[config.mk]
export PLATFORM = sky130hd
export DESIGN_NAME = csa_nibble_seq_flat
export DESIGN_NICKNAME = d
export VERILOG_FILES = /design/src/rtl/csa_nibble_seq_if.sv /design/src/rtl/csa_nibble_seq.sv /design/src/flat_wrapper.sv
export SDC_FILE = /design/constraint.sdc
export NUM_CORES = 1
export LEC_CHECK = 0
export CAP_MARGIN = 20
export CELL_PAD_IN_SITES_DETAIL_PLACEMENT = 0
export CELL_PAD_IN_SITES_GLOBAL_PLACEMENT = 1
export CORE_MARGIN = 2
export CORE_UTILIZATION = 38
export CTS_CLUSTER_SIZE = 10
export DETAILED_ROUTE_END_ITERATION = 16
export PLACE_DENSITY_LB_ADDON = 0.1
export SYNTH_ARGS = -nofsm -noshare
export SYNTH_HDL_FRONTEND = slang
export SYNTH_SLANG_ARGS = --single-unit
[constraint.sdc]
create_clock -name clk -period 3.93 [get_ports clk]
set_input_delay 0.5895 -clock clk [delete_from_list [all_inputs] [get_ports clk]]
set_output_delay 0.5895 -clock clk [all_outputs]
set_load 0.02 [all_outputs]
[src/rtl/csa_nibble_seq_if.sv]
// Operand/result handshake bundle for csa_nibble_seq.
// The master side drives operands and accepts results; the slave side is the adder.
interface csa_nibble_seq_if #(
    parameter int unsigned NIBBLES = 4
);
    localparam int unsigned WIDTH = 4 * NIBBLES;

    logic             in_valid;
    logic             in_ready;
    logic [WIDTH-1:0] a;
    logic [WIDTH-1:0] b;
    logic             cin;
    logic             sub;
    logic             out_valid;
    logic             out_ready;
    logic [WIDTH-1:0] sum;
    logic             cout;
    logic             ovf;
    logic             busy;

    modport master (
        output in_valid, a, b, cin, sub, out_ready,
        input  in_ready, out_valid, sum, cout, ovf, busy
    );

    modport slave (
        input  in_valid, a, b, cin, sub, out_ready,
        output in_ready, out_valid, sum, cout, ovf, busy
    );
endinterface

[src/rtl/csa_nibble_seq.sv]
// Wide add/subtract built from one 4-bit carry-select slice, stepped over NIBBLES
// nibbles (LSB first) with the inter-nibble carry held in a register.
module csa_nibble_seq #(
    parameter int unsigned NIBBLES = 4
) (
    input logic              clk,
    input logic              rst,
    csa_nibble_seq_if.slave  bus
);
    localparam int unsigned WIDTH = 4 * NIBBLES;
    localparam int unsigned CW    = (NIBBLES > 1) ? $clog2(NIBBLES) : 1;

    typedef enum logic [1:0] {StIdle, StRun, StDone} state_e;

    state_e           state_q;
    logic [WIDTH-1:0] a_q;
    logic [WIDTH-1:0] b_q;
    logic [WIDTH-1:0] sum_q;
    logic [CW-1:0]    cnt_q;
    logic             carry_q;
    logic             cout_q;
    logic             ovf_q;
    logic             in_ready_q;
    logic             out_valid_q;
    logic             busy_q;

    logic [CW+1:0]    base;
    logic [3:0]       nib_a;
    logic [3:0]       nib_b;
    logic [4:0]       pre0;
    logic [4:0]       pre1;
    logic [3:0]       slice_sum;
    logic             slice_cout;
    logic             last;

    assign base  = {cnt_q, 2'b00};
    assign nib_a = a_q[base +: 4];
    assign nib_b = b_q[base +: 4];

    // Carry-select slice: both carry outcomes are formed, the carry register picks one.
    assign pre0 = {1'b0, nib_a} + {1'b0, nib_b};
    assign pre1 = {1'b0, nib_a} + {1'b0, nib_b} + 5'd1;
    assign {slice_cout, slice_sum} = carry_q ? pre1 : pre0;

    assign last = (cnt_q == CW'(NIBBLES - 1));

    always_ff @(posedge clk) begin
        if (rst) begin
            state_q     <= StIdle;
            a_q         <= '0;
            b_q         <= '0;
            sum_q       <= '0;
            cnt_q       <= '0;
            carry_q     <= 1'b0;
            cout_q      <= 1'b0;
            ovf_q       <= 1'b0;
            in_ready_q  <= 1'b1;
            out_valid_q <= 1'b0;
            busy_q      <= 1'b0;
        end else begin
            unique case (state_q)
                StIdle: begin
                    if (bus.in_valid) begin
                        a_q        <= bus.a;
                        b_q        <= bus.sub ? ~bus.b : bus.b;
                        // Subtraction is a + ~b + 1, so cin is replaced by the +1.
                        carry_q    <= bus.sub | bus.cin;
                        cnt_q      <= '0;
                        sum_q      <= '0;
                        cout_q     <= 1'b0;
                        ovf_q      <= 1'b0;
                        in_ready_q <= 1'b0;
                        busy_q     <= 1'b1;
                        state_q    <= StRun;
                    end
                end
                StRun: begin
                    sum_q[base +: 4] <= slice_sum;
                    carry_q          <= slice_cout;
                    if (last) begin
                        cout_q      <= slice_cout;
                        ovf_q       <= (a_q[WIDTH-1] == b_q[WIDTH-1]) &&
                                       (slice_sum[3] != a_q[WIDTH-1]);
                        out_valid_q <= 1'b1;
                        state_q     <= StDone;
                    end else begin
                        cnt_q <= cnt_q + 1'b1;
                    end
                end
                StDone: begin
                    if (bus.out_ready) begin
                        out_valid_q <= 1'b0;
                        in_ready_q  <= 1'b1;
                        busy_q      <= 1'b0;
                        state_q     <= StIdle;
                    end
                end
                default: begin
                    state_q     <= StIdle;
                    in_ready_q  <= 1'b1;
                    out_valid_q <= 1'b0;
                    busy_q      <= 1'b0;
                end
            endcase
        end
    end

    assign bus.in_ready  = in_ready_q;
    assign bus.out_valid = out_valid_q;
    assign bus.sum       = sum_q;
    assign bus.cout      = cout_q;
    assign bus.ovf       = ovf_q;
    assign bus.busy      = busy_q;
endmodule

[src/flat_wrapper.sv]
// flat-port wrapper written by rule: the top's interface ports become plain ports
module csa_nibble_seq_flat 
#(
    parameter int unsigned NIBBLES = 4
)
  (clk, rst, bus_in_valid, bus_a, bus_b, bus_cin, bus_sub, bus_out_ready, bus_in_ready, bus_out_valid, bus_sum, bus_cout, bus_ovf, bus_busy);
  csa_nibble_seq_if #(.NIBBLES(NIBBLES)) bus_i ();
  input logic clk;
  input logic rst;
  input wire logic [$bits(bus_i.in_valid)-1:0] bus_in_valid;
  input wire logic [$bits(bus_i.a)-1:0] bus_a;
  input wire logic [$bits(bus_i.b)-1:0] bus_b;
  input wire logic [$bits(bus_i.cin)-1:0] bus_cin;
  input wire logic [$bits(bus_i.sub)-1:0] bus_sub;
  input wire logic [$bits(bus_i.out_ready)-1:0] bus_out_ready;
  output wire logic [$bits(bus_i.in_ready)-1:0] bus_in_ready;
  output wire logic [$bits(bus_i.out_valid)-1:0] bus_out_valid;
  output wire logic [$bits(bus_i.sum)-1:0] bus_sum;
  output wire logic [$bits(bus_i.cout)-1:0] bus_cout;
  output wire logic [$bits(bus_i.ovf)-1:0] bus_ovf;
  output wire logic [$bits(bus_i.busy)-1:0] bus_busy;
  assign bus_i.in_valid = bus_in_valid;
  assign bus_i.a = bus_a;
  assign bus_i.b = bus_b;
  assign bus_i.cin = bus_cin;
  assign bus_i.sub = bus_sub;
  assign bus_i.out_ready = bus_out_ready;
  assign bus_in_ready = bus_i.in_ready;
  assign bus_out_valid = bus_i.out_valid;
  assign bus_sum = bus_i.sum;
  assign bus_cout = bus_i.cout;
  assign bus_ovf = bus_i.ovf;
  assign bus_busy = bus_i.busy;
  csa_nibble_seq #(.NIBBLES(NIBBLES)) u_core (.clk(clk), .rst(rst), .bus(bus_i));
endmodule
==> metrics.md <==
| Metric | Value |
|---|---|
| Status | `finished, final reports clean` |
| Register area share after synthesis | `42.3%` |
| DRT antenna net count | `0` |
| Final cell count without fillers | `457` |
| Site Rows | `30` |
| Max_cap viols | `0` |
| Combinational power share | `17.6%` |
| FILL cells | `671` |
| DRT iter0 DRCs | `74` |
| Leak | `1.30 nW` |
| Chip Height | `89.0 um` |
| Total gr overflow | `0` |
| Reg2Reg Depth | `8` |
| Syn Nets | `355` |
| N_diodes | `0` |
| Power Total | `1.47 mW` |
| Mapped cell area | `2740 um^2` |
| Ys flop type | `dfxtp_1` |
| Pin count of the biggest net entering global routing | `38` |
| CP required | `4.15 ns` |
| Ranking of synthesized cells by area | `dfxtp_1, nor2_1, mux4_2` |
| Post-Route WL | `6200 um` |
| Clock Latency Late Sink | `0.33 ns` |
| Worst EP arrival | `3.61 ns` |
| All-layer global routing usage | `17.3%` |
| PortBufs | `58` |
| Fin crit period | `3.39 ns` |
| Critical path, cell by cell | `mux4_2 > ha_1 > fa_1 > xnor2_1 > or4_4 > o211ai_4 > nor2_1 > a221o_1` |
| Max Slew Vio Count | `0` |
| Core region area | `6910 um^2` |
| Postcts setup bufs | `0` |
| Cells after Synth | `307` |
| Post-CTS Resized | `0` |
| Post-Route Setup TNS | `0 ns` |
| Dpl cells | `442` |
| Sw Ratio | `26.2%` |
| CTS tree | `yes` |
| Vias in the first global route | `2208` |
| First-pass GRT wire length | `10400 um` |
| Wire per inst | `13.6 um` |
| CP top delay family | `flip-flops` |
| Library cells used by synthesis | `39` |
| Worst slew margin | `37.2%` |
| Skew final | `0.0109 ns` |
| WS Path Type | `reg -> reg` |
| Drt drc | `0` |
| Worst stage delay on the critical path | `0.79 ns` |
| I/O pins | `59` |
| Async SR Flop Fraction | `0%` |
| Internal | `1.09 mW` |
| Post-synth top area share | `42.3%` |
| Worst Hold Class | `reg -> reg` |
| Clock-pin slew on the worst setup and hold paths | `0.07 ns` |
| Nets | `405` |
| Die Wd | `89.0 um` |
| Syn avg cell area | `8.93 um^2` |
| Synth area leader | `dfxtp_1` |
| Layout cells sized above 1 | `8.86%` |
| Clk root buf | `clkbuf_8` |
| VDD IR max | `0.214 mV` |
| Initial DRT Pass Iterations | `4` |
| Initial antenna violation count | `0` |
| Post-layout util | `51.7%` |
| Crit path launch type | `register` |
| Vias | `2301` |
| Die Footprint | `7910 um^2` |
| Switch Pwr | `0.386 mW` |
| Clock share of power | `38.3%` |
| Slew @ Worst Pin | `0.939 ns` |
| CP bufs+invs | `0` |
| Num CTS Buffers | `9` |
| Cell with the most instances after synthesis | `dfxtp_1` |
| Hold Crit Depth | `2` |
| Starting density of the core | `39.7%` |
| Flops & latches, synth | `58` |
| Yosys warns | `0` |
| Fmax | `295 MHz` |
| Number of synthesized flops with an enable pin | `0` |
| Final setup fails | `0` |
| Final hold violations | `0` |
| Crit path capture type | `register` |
| Most instantiated cells after synthesis | `dfxtp_1, nor2_1, nand2_1, a21oi_1, xnor2_1` |
| Cell depth of the worst setup path | `8` |
| Hold_buf cts | `0` |
| DPL Wire Length | `4490 um` |
| CTS Sinks | `58` |
| PwrDens | `412 nW/um^2` |
| Flop pwr share | `44.1%` |
| Placer Congestion | `0.773` |
| H-tree levels | `3` |
| Vias per cell | `5.04` |
| Worst path slowest cell | `dfxtp_1` |
| Crit Path Max Fanout | `13` |
| RSZ-0062 raised after global routing | `false` |
| CTS Buffer Depth | `2` |
| Area growth syn-to-layout | `30.3%` |
| Period Utilization, post-route | `86.2%` |
[logic make-up (layout without fill, tap and decap cells)]
logic type | after synthesis | in the layout | share of synthesized area (%)
AOI/OAI and AO/OA | 70 | 70 | 17.9
xor gates and xnor gates | 21 | 21 | 6.71
adders and majority gates | 10 | 10 | 4.84
buffers and inverters | 26 | 80 | 4.01
DFF | 58 | 58 | 42.3
muxes | 9 | 9 | 6.98
and+or+nand+nor | 113 | 113 | 17.2
[worst register-to-register path, cell delays in order (launching register included)]
cell and delay (ns):
dfxtp_1 0.79, mux4_2 0.60, ha_1 0.25, fa_1 0.44, xnor2_1 0.19, or4_4 0.56, o211ai_4 0.13, nor2_1 0.08
a221o_1 0.25
[through the flow]
stage | hold WS (ns) | cell area [um^2] | worst slack (ns)
after CTS | 0.455 | 3570 | 0.487
after floorplan | 0.433 | 2740 | 0.865
after detailed placement | 0.447 | 3370 | 0.501
after global placement | 0.442 | 3370 | 0.577
after global routing | 0.480 | 3570 | 0.307
final | 0.452 | 3570 | 0.543
[worst paths after layout]
check	from	end	slack, ns
worst max-delay path	u_core.cnt_q[0]$_SDFFE_PP0P_	u_core.bus.ovf$_SDFFE_PP0P_	0.54
worst max register to register	u_core.cnt_q[0]$_SDFFE_PP0P_	u_core.bus.ovf$_SDFFE_PP0P_	0.54
worst min register to register	u_core.a_q[13]$_SDFFE_PP0P_	u_core.a_q[13]$_SDFFE_PP0P_	0.45
worst min-delay path	u_core.a_q[13]$_SDFFE_PP0P_	u_core.a_q[13]$_SDFFE_PP0P_	0.45
[power by group through the flow]
stage | clock [mW] | sequential (mW) | combinational [mW]
floorplan | 0 | 0.652 | 0.180
global placement | 0 | 0.662 | 0.260
detailed placement | 0 | 0.662 | 0.263
CTS | 0.579 | 0.649 | 0.263
global route | 0.606 | 0.654 | 0.290
finish | 0.563 | 0.648 | 0.260
[per-layer routing]
metal  wire length [um]  vias up  track usage [%]
li1                   -     1179                -
met1               2890     1062             21.4
met2               3010       55             28.8
met3                231        5             5.54
met4                 67        0             5.16
met5                  0        -                0
[placed cells by master (no fill, tap or decap), types with 5 or more instances in the layout]
| cell | netlist | layout |
|---|---|---|
| ha_1 | 9 | 9 |
| a21oi_1 | 24 | 24 |
| nor2_1 | 50 | 49 |
| clkdlybuf4s50_1 | 0 | 57 |
| nand2_1 | 45 | 45 |
| a211oi_1 | 16 | 16 |
| xnor2_1 | 18 | 18 |
| mux4_2 | 8 | 8 |
| dfxtp_1 | 58 | 58 |
| clkbuf_8 | 0 | 12 |
| a22oi_1 | 17 | 17 |
| nor3_1 | 5 | 5 |
| inv_1 | 5 | 5 |
[area by class of cell]
type,count,area (um^2),share of cell area (%)
clock buffer,13,169,4.73
sequential,58,1160,32.5
clock inverter,2,35.0,0.980
multi-input combinational,223,1480,41.4
timing repair buffer,60,591,16.5
tap,96,120,3.36
inverter,5,18.8,0.525
[flip-flops by register name, indices dropped and copies added, names as in the netlist]
signal                count
u_core.bus.cout           1
u_core.b_q               16
u_core.bus.ovf            1
u_core.state_q            2
u_core.cnt_q              2
u_core.bus.busy           1
u_core.a_q               16
u_core.bus.in_ready       1
u_core.carry_q            1
u_core.bus.sum           16
u_core.bus.out_valid      1
No activity file was read; power rests on OpenSTA's default activity.
